--- config.mk ---
export PLATFORM = sky130hd
export DESIGN_NAME = vend_credit_fsm
export DESIGN_NICKNAME = d
export VERILOG_FILES = /design/src/rtl/vend_credit_fsm.sv
export SDC_FILE = /design/constraint.sdc
export NUM_CORES = 1
export LEC_CHECK = 0
export ABC_AREA = 1
export BUFFER_PORTS_ARGS = -buffer_cell sky130_fd_sc_hd__buf_2
export CAP_MARGIN = 20
export CORE_MARGIN = 5
export CORE_UTILIZATION = 50
export CTS_CLUSTER_DIAMETER = 150
export DETAILED_ROUTE_END_ITERATION = 6
export GPL_TIMING_DRIVEN = 0
export PLACE_DENSITY = 0.75
export SLEW_MARGIN = 25
export SYNTH_ARGS = -nofsm -noshare
export SYNTH_HDL_FRONTEND = slang
export SYNTH_SLANG_ARGS = --single-unit
--- constraint.sdc ---
create_clock -name clk -period 4 [get_ports clk]
set_input_delay 0.4 -clock clk [delete_from_list [all_inputs] [get_ports clk]]
set_output_delay 0.4 -clock clk [all_outputs]
set_load 0.03 [all_outputs]
--- src/rtl/vend_credit_fsm.sv ---
// Coin-credit accumulator: collects coin credit against PRICE, pulses vend, pays change per handshake.
// Optional refund-on-cancel path is compiled in with `define VEND_CANCEL_EN.
module vend_credit_fsm #(
    parameter int unsigned PRICE     = 5,
    parameter int unsigned COIN1_VAL = 1,
    parameter int unsigned COIN2_VAL = 2,
    parameter int unsigned COIN3_VAL = 4,
    parameter int unsigned CREDIT_W  = 4
) (
    input  logic                clk,
    input  logic                rst_n,
    input  logic [1:0]          coin,
    input  logic                cancel,
    input  logic                chg_ready,
    output logic                coin_ready,
    output logic [CREDIT_W-1:0] credit,
    output logic                vend,
    output logic                chg_valid,
    output logic [CREDIT_W-1:0] chg_left,
    output logic                refund
);

    typedef enum logic [1:0] {StIdle, StCollect, StVend, StChange} state_e;

    localparam int unsigned Max12   = (COIN1_VAL > COIN2_VAL) ? COIN1_VAL : COIN2_VAL;
    localparam int unsigned MaxCoin = (Max12 > COIN3_VAL) ? Max12 : COIN3_VAL;
    localparam int unsigned MaxHeld = PRICE - 1 + MaxCoin;
    localparam int unsigned MaxCode = (1 << CREDIT_W) - 1;

    localparam logic [CREDIT_W:0] PriceW = (CREDIT_W + 1)'(PRICE);
    localparam logic [CREDIT_W:0] Coin1W = (CREDIT_W + 1)'(COIN1_VAL);
    localparam logic [CREDIT_W:0] Coin2W = (CREDIT_W + 1)'(COIN2_VAL);
    localparam logic [CREDIT_W:0] Coin3W = (CREDIT_W + 1)'(COIN3_VAL);

    if (PRICE < 1 || MaxHeld > MaxCode) begin : g_param_check
        $error("vend_credit_fsm: PRICE must be >= 1 and CREDIT_W must hold PRICE-1+max coin");
    end

    state_e              state_q, state_d;
    logic [CREDIT_W-1:0] credit_q, credit_d;
    logic [CREDIT_W-1:0] chg_left_q, chg_left_d;
    logic                vend_q, vend_d;
    logic                chg_valid_q, chg_valid_d;
    logic                refund_q, refund_d;

    logic [CREDIT_W:0]   coin_val;
    logic [CREDIT_W:0]   sum;
    logic [CREDIT_W:0]   over;
    logic                cancel_en;

`ifdef VEND_CANCEL_EN
    assign cancel_en = cancel;
`else
    logic unused_cancel;
    assign unused_cancel = cancel;
    assign cancel_en     = 1'b0;
`endif

    always_comb begin
        coin_val = '0;
        unique case (coin)
            2'b01:   coin_val = Coin1W;
            2'b10:   coin_val = Coin2W;
            2'b11:   coin_val = Coin3W;
            default: coin_val = '0;
        endcase
        sum  = {1'b0, credit_q} + coin_val;
        over = sum - PriceW;
    end

    always_comb begin
        state_d     = state_q;
        credit_d    = credit_q;
        chg_left_d  = chg_left_q;
        vend_d      = 1'b0;
        chg_valid_d = chg_valid_q;
        refund_d    = refund_q;

        unique case (state_q)
            StIdle, StCollect: begin
                if (cancel_en) begin
                    // Refund whatever is held plus the coin arriving now, even past PRICE.
                    credit_d = '0;
                    if (sum == '0) begin
                        state_d = StIdle;
                    end else begin
                        state_d     = StChange;
                        chg_left_d  = sum[CREDIT_W-1:0];
                        chg_valid_d = 1'b1;
                        refund_d    = 1'b1;
                    end
                end else if (sum == '0) begin
                    state_d  = StIdle;
                    credit_d = '0;
                end else if (sum < PriceW) begin
                    state_d  = StCollect;
                    credit_d = sum[CREDIT_W-1:0];
                end else begin
                    state_d    = StVend;
                    credit_d   = '0;
                    chg_left_d = over[CREDIT_W-1:0];
                    vend_d     = 1'b1;
                end
            end
            StVend: begin
                if (chg_left_q != '0) begin
                    state_d     = StChange;
                    chg_valid_d = 1'b1;
                end else begin
                    state_d = StIdle;
                end
            end
            StChange: begin
                if (chg_ready) begin
                    chg_left_d = chg_left_q - CREDIT_W'(1);
                    if (chg_left_q == CREDIT_W'(1)) begin
                        state_d     = StIdle;
                        chg_valid_d = 1'b0;
                        refund_d    = 1'b0;
                    end
                end
            end
            default: begin
                state_d     = StIdle;
                credit_d    = '0;
                chg_left_d  = '0;
                chg_valid_d = 1'b0;
                refund_d    = 1'b0;
            end
        endcase
    end

    always_ff @(posedge clk or negedge rst_n) begin
        if (!rst_n) begin
            state_q     <= StIdle;
            credit_q    <= '0;
            chg_left_q  <= '0;
            vend_q      <= 1'b0;
            chg_valid_q <= 1'b0;
            refund_q    <= 1'b0;
        end else begin
            state_q     <= state_d;
            credit_q    <= credit_d;
            chg_left_q  <= chg_left_d;
            vend_q      <= vend_d;
            chg_valid_q <= chg_valid_d;
            refund_q    <= refund_d;
        end
    end

    assign coin_ready = (state_q == StIdle) || (state_q == StCollect);
    assign credit     = credit_q;
    assign chg_left   = chg_left_q;
    assign vend       = vend_q;
    assign chg_valid  = chg_valid_q;
`ifdef VEND_CANCEL_EN
    assign refund     = refund_q;
`else
    logic unused_refund;
    assign unused_refund = refund_q;
    assign refund        = 1'b0;
`endif

endmodule

# Yosys cells after proc, flatten, opt, wreduce, memory -nomap -nowiden
# Index checks and enable logic that the tools add are counted.
# W data, S select, Z words.
[word_totals]
n_memories = 0
mem_bits_ro = 0
mem_bits_rw = 0
latchBits = 0
ff_bits = 12
inputBits = 6
[classes]
bitwise = 1
n_mul = 0
mux = 20
n_addsub = 3
shifts = 0
div = 0
n_reduce_logical = 9
order_cmp = 1
n_eq_ne = 12
[ops]
columns = ["op", "n"]
rows = [
  ["$mux W4", 5],
  ["$mux W2", 5],
  ["$ne A2 B2 Y1 const B", 5],
  ["$pmux W3 S3", 1],
  ["$eq A2 B2 Y1 const B", 4],
  ["$pmux W4 S2", 1],
  ["$reduce_and A4 Y1", 2],
  ["$mux W1", 6],
  ["$pmux W2 S3", 1],
  ["$add A4 B3 Y5", 1],
  ["$logic_not A5 Y1", 1],
  ["$lt A5 B3 Y1 const B", 1],
  ["$eq A2 B1 Y1 const B", 2],
  ["$eq A4 B1 Y1 const B", 1],
  ["$reduce_bool A4 Y1", 1],
  ["$sub A4 B1 Y4 const B", 1],
  ["$sub A4 B3 Y4 const B", 1],
  ["$logic_not A2 Y1", 1],
  ["$pmux W1 S2", 1],
  ["$reduce_and A2 Y1", 1],
  ["$reduce_bool A2 Y1", 1],
  ["$reduce_or A2 Y1", 1],
  ["$logic_or A1 B1 Y1", 1],
  ["$not A1 Y1", 1],
]

# Logic depth before layout (Yosys ltp)
# Gate-level depths: netlist of the first run.
[logic_depth]
ltp_word = 7
depth_mapped = 14

# Worst setup path before layout of the first run
# OpenSTA, ideal clock, no wires.
[synth_path]
path_type = "reg2reg"
start = "register credit_q[0], in the netlist credit[0]"
end = "register credit_q[0], in the netlist credit[0]"
setup_time_ps = 76
synth_period_minus_slack_ps = 2000
arrival_time_ps = 1923
path_stages_with_launch = 8
path_buffers = 0
slack_ps = 2000
cell_sequence = "dfrtp_1 -> ha_1 -> fa_1 -> inv_1 -> ha_1 -> a31oi_2 -> nand3_2 -> o21ai_1"
[synth_between]
elab_chain_cells = 4
[synth_lines]
columns = ["element", "line_no", "source"]
rows = [
  ["start, declared", "40", "logic [CREDIT_W-1:0] credit_q, credit_d;"],
  ["start signal, assigned", "143", "credit_q <= credit_d;"],
  ["$add A4 B3 Y5 *", "67", "sum = {1'b0, credit_q} + coin_val;"],
  ["$lt A5 B3 Y1", "95", "end else if (sum < PriceW) begin"],
  ["$mux W4", "95", ""],
  ["$mux W4 *", "92", "end else if (sum == '0) begin"],
]
# Every way passes the cells marked *; elsewhere a longest branch is shown, timed or not.
# A chain may end at the register's enable or synchronous reset.

# Final worst setup path of the first run
[layout_path]
start = "register credit_q[0], in the netlist credit[0]"
end = "register chg_left_q[3], in the netlist chg_left[3]"
[layout_between]
elab_chain_cells = 5
[layout_lines]
columns = ["element", "line_no", "source"]
rows = [
  ["$add A4 B3 Y5 *", "67", ""],
  ["$sub A4 B3 Y4", "68", "over = sum - PriceW;"],
  ["$mux W4", "95", ""],
  ["$mux W4", "92", ""],
  ["$pmux W4 S2", "79", "unique case (state_q)"],
  ["end signal, assigned", "144", "chg_left_q <= chg_left_d;"],
  ["end, declared", "41", "logic [CREDIT_W-1:0] chg_left_q, chg_left_d;"],
]
# Every way passes the cells marked *; elsewhere a longest branch is shown, timed or not. The select of a mux whose other input is x is not followed.

==> impl_metrics.ini, run 1 <==
[drt]
viasPerCell = 5.05
routed_wl_mm = 1.66
detail-route-antenna-nets = 0
post_drt_wl_per_cell_um = 11.5
drt_iter0_drc = 13
drtPass1Iterations = 5
drc = 0
vias = 732

[critical_path]
critPathKind = flip-flop to flip-flop
cp-start-kind = flip-flop
end_kind = flip-flop
critPathArrivalTime_ps = 2180
cpMostUsedCell = nand2_1
cp_max_fo = 7
path_cells = ha_1 -> fa_1 -> nor2_1 -> nand3b_1 -> nand4_1 -> nand2_2 -> nand2_4 -> nand2_1 -> nand2_1
cp.required_ps = 4180
slowest_stage = fa_1
rrSetupSlack_ps = 2000
max_stage_delay_ps = 460

[yosys]
synth_warnings = 0
ys_seq_area_frac = 0.357
ys_ff_latch = 12
synthDistinctLibCells = 22
netlist_area_um2 = 842
synth_area_per_cell_um2 = 7.73
syn_inst = 109
synth_nets = 123

[global_route]
grt_antenna_before_repair = 0
met1_usage = 0.159
grt_pass1_vias = 699
grt_overflow = 0
grt_pass1_wl_mm = 2.92
grt_start_max_net_pins = 13
grt_usage = 0.151
gr-max-usage-layer = met2
grtUsageMet2 = 0.273
use_met3 = 0.0203

[layout]
diodes = 0
multiInputGateArea_um2 = 467
final_layout_size_suffix_gt1_frac = 0.225
fillerInstances = 150
syn2layout_area_growth_pct = 16.8
mostFrequentLayoutCell = nand2_1
final_cell_mix = nand2_1, inv_1, buf_2
nets = 144
fin_util = 0.631
register_area_um2 = 300

[min_path]
hp-class = input pin to flip-flop

[cts]
ctsResizeCount = 0
cts_root_buffer = clkbuf_4
clk_pin_slew_ps = 80
clockBufferDepth = 2
postCtsSetupRepairBufs = 0
cts_buffers = 3
clock_latency_ps = 280
cts_tree = built
cts_max_level = 1
clock-sinks = 12
cts_hold_buf = 1

[die]
fp.coreArea_um2 = 1560
ios = 18
die_h_um = 51.0
placementRows = 14
chipWidth_um = 51.0
start_util = 0.540
die-area_um2 = 2600

[power_and_ir_drop]
intPower_uw = 408
switching_share = 0.509
vdd_ir_drop_max_mv = 0.438
powerDensity_nw_per_um2 = 845
clockPowerShare = 0.119
p_switching_uw = 423
leakagePower_uw = 0.000573
seqPwrFrac = 0.272
pwr-share-comb = 0.609

[run]
maxCapViolations = 0

[sta]
finalHoldViolCount = 0
period_share = 0.501
slew_violations = 0
fin_crit_ps = 2000
skew_ps = 3.03
tns_ps = 0
hold_ws_ps = 491
rsz0062_at_grt = no
report.final.setup_viol = 0
fmax_mhz = 499

[outcome]
outcome = complete, no violations

[place]
numPortBuffers = 15
place_hpwl_mm = 1.34
gp_congestion = 0.834
power by group through the flow:
stage               clock network [uW]  logic (uW)  registers (uW)
finish                            99.1         506             226
detailed placement                   0         509             229
global route                       108         569             236
global placement                     0         498             226
floorplan                            0         315             301
CTS                                102         513             227
synthesized netlist by cell type (all sizes together):
cell type   n  area, um^2
o21ai       6        30.0
ha          7        87.6
a21boi      1        7.51
a21oi       2        10.0
a31oi       1        12.5
buf         1        7.51
nand2      35         151
nand4       1        6.26
xnor2       2        17.5
conb        1        3.75
dfrtp      12         300
nand3      13        75.1
fa          1        20.0
inv        18        67.6
nor2        5        18.8
mux2i       1        10.0
nand3b      1        7.51
a211o       1        8.76
flip-flops by register name (all words and copies together) (netlist names):
name,flops
chg_left,4
chg_valid,1
credit,4
state_q,2
vend,1
critical path: cells and delay by family (launching register included):
family                   cells  cell delay, ps
AND/OR/NAND/NOR              7             800
flip-flops                   1             400
adder cells (fa/ha/maj)      2             700
final cells by class:
| class | count | area share |
|---|---|---|
| sequential | 12 | 0.305 |
| tap | 16 | 0.0204 |
| multi-input combinational | 78 | 0.475 |
| buffer | 1 | 0.00763 |
| clock buffer | 4 | 0.0369 |
| timing repair buffer | 16 | 0.0865 |
| inverter | 18 | 0.0687 |
logic make-up (layout without fill, tap and decap cells):
kind of cell,count (synthesis),after routing,synth area share
other,1,1,0.00445
flip-flops,12,12,0.357
adder cells (fa/ha/maj),8,8,0.128
AO/OA/AOI/OAI,11,11,0.0817
AND/OR/NAND/NOR,55,55,0.308
XOR/XNOR,2,2,0.0208
buffers and inverters,19,39,0.0892
multiplexers,1,1,0.0119
per-stage QoR:
step | std cells | setup WS [ps] | area (um^2) | total power, uW
floorplan | 109 | 2000 | 842 | 615
global placement | 140 | 1830 | 937 | 723
detailed placement | 140 | 1810 | 937 | 738
CTS | 145 | 1990 | 983 | 842
global route | 145 | 1870 | 983 | 913
finish | 145 | 2000 | 983 | 831
layer usage:
| layer | wire length [um] | vias to the layer above |
|---|---|---|
| met1 | 725 | 321 |
| met5 | 0 | - |
| li1 | - | 389 |
| met4 | 48 | 0 |
| met3 | 70 | 5 |
| met2 | 818 | 17 |
path summary, 6_finish.rpt:
check	start	end	cells after the start
max	credit[0]$_DFFE_PN0N_	chg_left[3]$_DFFE_PN0P_	9
min	chg_ready	chg_valid$_DFFE_PN0P_	4
max reg2reg	credit[0]$_DFFE_PN0N_	chg_left[3]$_DFFE_PN0P_	9
min reg2reg	credit[0]$_DFFE_PN0N_	credit[0]$_DFFE_PN0N_	2
max in group asynchronous	rst_n	state_q[0]$_DFFE_PN0P_	2
min in group asynchronous	rst_n	vend$_DFF_PN0_	2
Power figures use the tool's default switching activity.
==> run 2, diff against run 1 <==
--- a/config.mk
+++ b/config.mk
@@ -9,11 +9,11 @@
 export BUFFER_PORTS_ARGS = -buffer_cell sky130_fd_sc_hd__buf_2
 export CAP_MARGIN = 20
 export CORE_MARGIN = 5
-export CORE_UTILIZATION = 50
+export CORE_UTILIZATION = 47
 export CTS_CLUSTER_DIAMETER = 150
 export DETAILED_ROUTE_END_ITERATION = 6
 export GPL_TIMING_DRIVEN = 0
-export PLACE_DENSITY = 0.75
+export PLACE_DENSITY = 0.74
 export SLEW_MARGIN = 25
 export SYNTH_ARGS = -nofsm -noshare
 export SYNTH_HDL_FRONTEND = slang
==> constraint.sdc (replaced) <==
create_clock -name clk -period 1.8 [get_ports clk]
set_input_delay 0.18 -clock clk [delete_from_list [all_inputs] [get_ports clk]]
set_output_delay 0.18 -clock clk [all_outputs]
set_load 0.03 [all_outputs]
==> run 2 against run 1 <==
The flow now finishes with violations (negative setup slack). Sequential share of layout area is 1.4 points lower. Global-route usage is 0.28 points lower. Critical path type unchanged. Combinational power rose by 140%. Register-to-register slack worse by 2100 ps. Non-clock buffer count rose by 3. First-iteration DRC count down 23%. Die area up 5.1%. Fmax is 5.9% higher. Count of clock-buffer cells in the layout did not move.
==> impl_metrics.ini, run 2 (synthesized netlist as in run 1, its figures left out) <==
[sta]
hold_ws_ps = 274
fin_crit_ps = 1890
report.final.setup_viol = 9
skew_ps = 1.22
slew_violations = 0
postLayoutSetupSlackWorst_ps = -92.9
period_share = 1.05
rsz0062_at_grt = yes
finalHoldViolCount = 0
fmax_mhz = 528

[place]
gp_congestion = 0.812
dp.cells = 149
numPortBuffers = 15
place_hpwl_mm = 1.34
dp_slack_ps = -231
placed_cell_area_um2 = 962

[drt]
drt_iter0_drc = 10
drc = 0
post_drt_wl_per_cell_um = 10.8
vias = 757
viasPerCell = 4.82
routed_wl_mm = 1.69
drtPass1Iterations = 4
detail-route-antenna-nets = 0

[outcome]
violations = negative setup slack
outcome = finished, violations left

[die]
placementRows = 15
start_util = 0.493
die-area_um2 = 2740
chipWidth_um = 52.3
fp.coreArea_um2 = 1710
die_h_um = 52.3
ios = 18

[cts]
clock_latency_ps = 270
cts_buffers = 3
clockBufferDepth = 2
cts_max_level = 1
clk_pin_slew_ps = 70
cts_root_buffer = clkbuf_4
cts_tree = built
clock-sinks = 12

[critical_path]
cp.depth = 7
endpoint = credit[0]$_DFFE_PN0N_
critPathKind = flip-flop to flip-flop
critPathArrivalTime_ps = 2090
cp_max_fo = 4
rrSetupSlack_ps = -90
timing.rr.start = credit[0]$_DFFE_PN0N_
slowest_stage = fa_1
path_buf_inv = 1
end_kind = flip-flop
max_stage_delay_ps = 520
r2r-end = credit[0]$_DFFE_PN0N_
cp_top_family = adder cells
cp-startpoint = credit[0]$_DFFE_PN0N_
path_cells = ha_4 -> fa_1 -> inv_1 -> ha_1 -> a31oi_2 -> nand3_2 -> o21ai_1
cp.required_ps = 2000
cp-start-kind = flip-flop
r2r_cells = 7

[layout]
syn2layout_area_growth_pct = 22.9
fin_util = 0.606
mostFrequentLayoutCell = nand2_1
final_layout_size_suffix_gt1_frac = 0.273
final_cell_mix = nand2_1, inv_1, buf_2
stdcell_count = 157
nets = 147
diodes = 0
post-route-cell-area_um2 = 1030

[global_route]
met1_usage = 0.166
grtUsageMet2 = 0.262
gr-max-usage-layer = met2
grt_usage = 0.148
grt_pass1_vias = 749
grt_start_max_net_pins = 13
grt_overflow = 0
use_met3 = 0.0171
grt_pass1_wl_mm = 2.99
grt_antenna_before_repair = 0

[run]
maxCapViolations = 0

[power_and_ir_drop]
leakagePower_uw = 0.000588
powerDensity_nw_per_um2 = 1810
vdd_ir_drop_max_mv = 0.921

[min_path]
hp-class = input pin to flip-flop
holdPathStages = 4
run 2: changes by cell type in the layout (fill, tap and decap cells not counted), sizes merged:
cell | previous run | this run
buf | 16 | 19
run 2: repair_timing:
item	4_1_cts	5_1_grt
hold endpoints to repair	12	0
setup buffers	3	0
setup endpoints to repair	10	10
hold buffers	1	0
resized for setup	1	4
pin swaps	2	4
run 2: metal layers:
metal,vias to the layer above,part of all wire
met5,-,0
met4,0,0.029
met3,5,0.057
met2,26,0.50
met1,335,0.42
li1,391,-
run 2: cell type report:
type,count,area [um^2]
sequential,12,302
tap,25,31.3
buffer,1,7.51
fill,164,673
timing repair buffer,19,108
multi-input combinational,78,493
clock buffer,4,26.3
inverter,18,67.6
run 2: worst min path at each step:
stage                   start                       to
finish              chg_ready    chg_valid$_DFFE_PN0P_
global route        chg_ready    chg_valid$_DFFE_PN0P_
CTS                 chg_ready    chg_valid$_DFFE_PN0P_
detailed placement      rst_n  chg_left[3]$_DFFE_PN0P_
global placement        rst_n  chg_left[3]$_DFFE_PN0P_
floorplan               rst_n  chg_left[0]$_DFFE_PN0P_
run 2: worst register-to-register path, stage by stage, from the launching register on:
cell and delay [ps]:
dfrtp_2 420, ha_4 160, fa_1 520, inv_1 90, ha_1 220, a31oi_2 140
nand3_2 130, o21ai_1 130
run 2: power breakdown:
group          total, uW  internal (uW)  switching, uW
clock network        174           85.9           88.4
logic               1200            445            758
registers            501            392            109
run 2: metrics by stage:
step	TNS [ps]	total power, uW
finish	-677	1880
global route	-1650	2070
CTS	-1160	1880
detailed placement	-1480	1650
global placement	-986	1620
floorplan	-399	1380
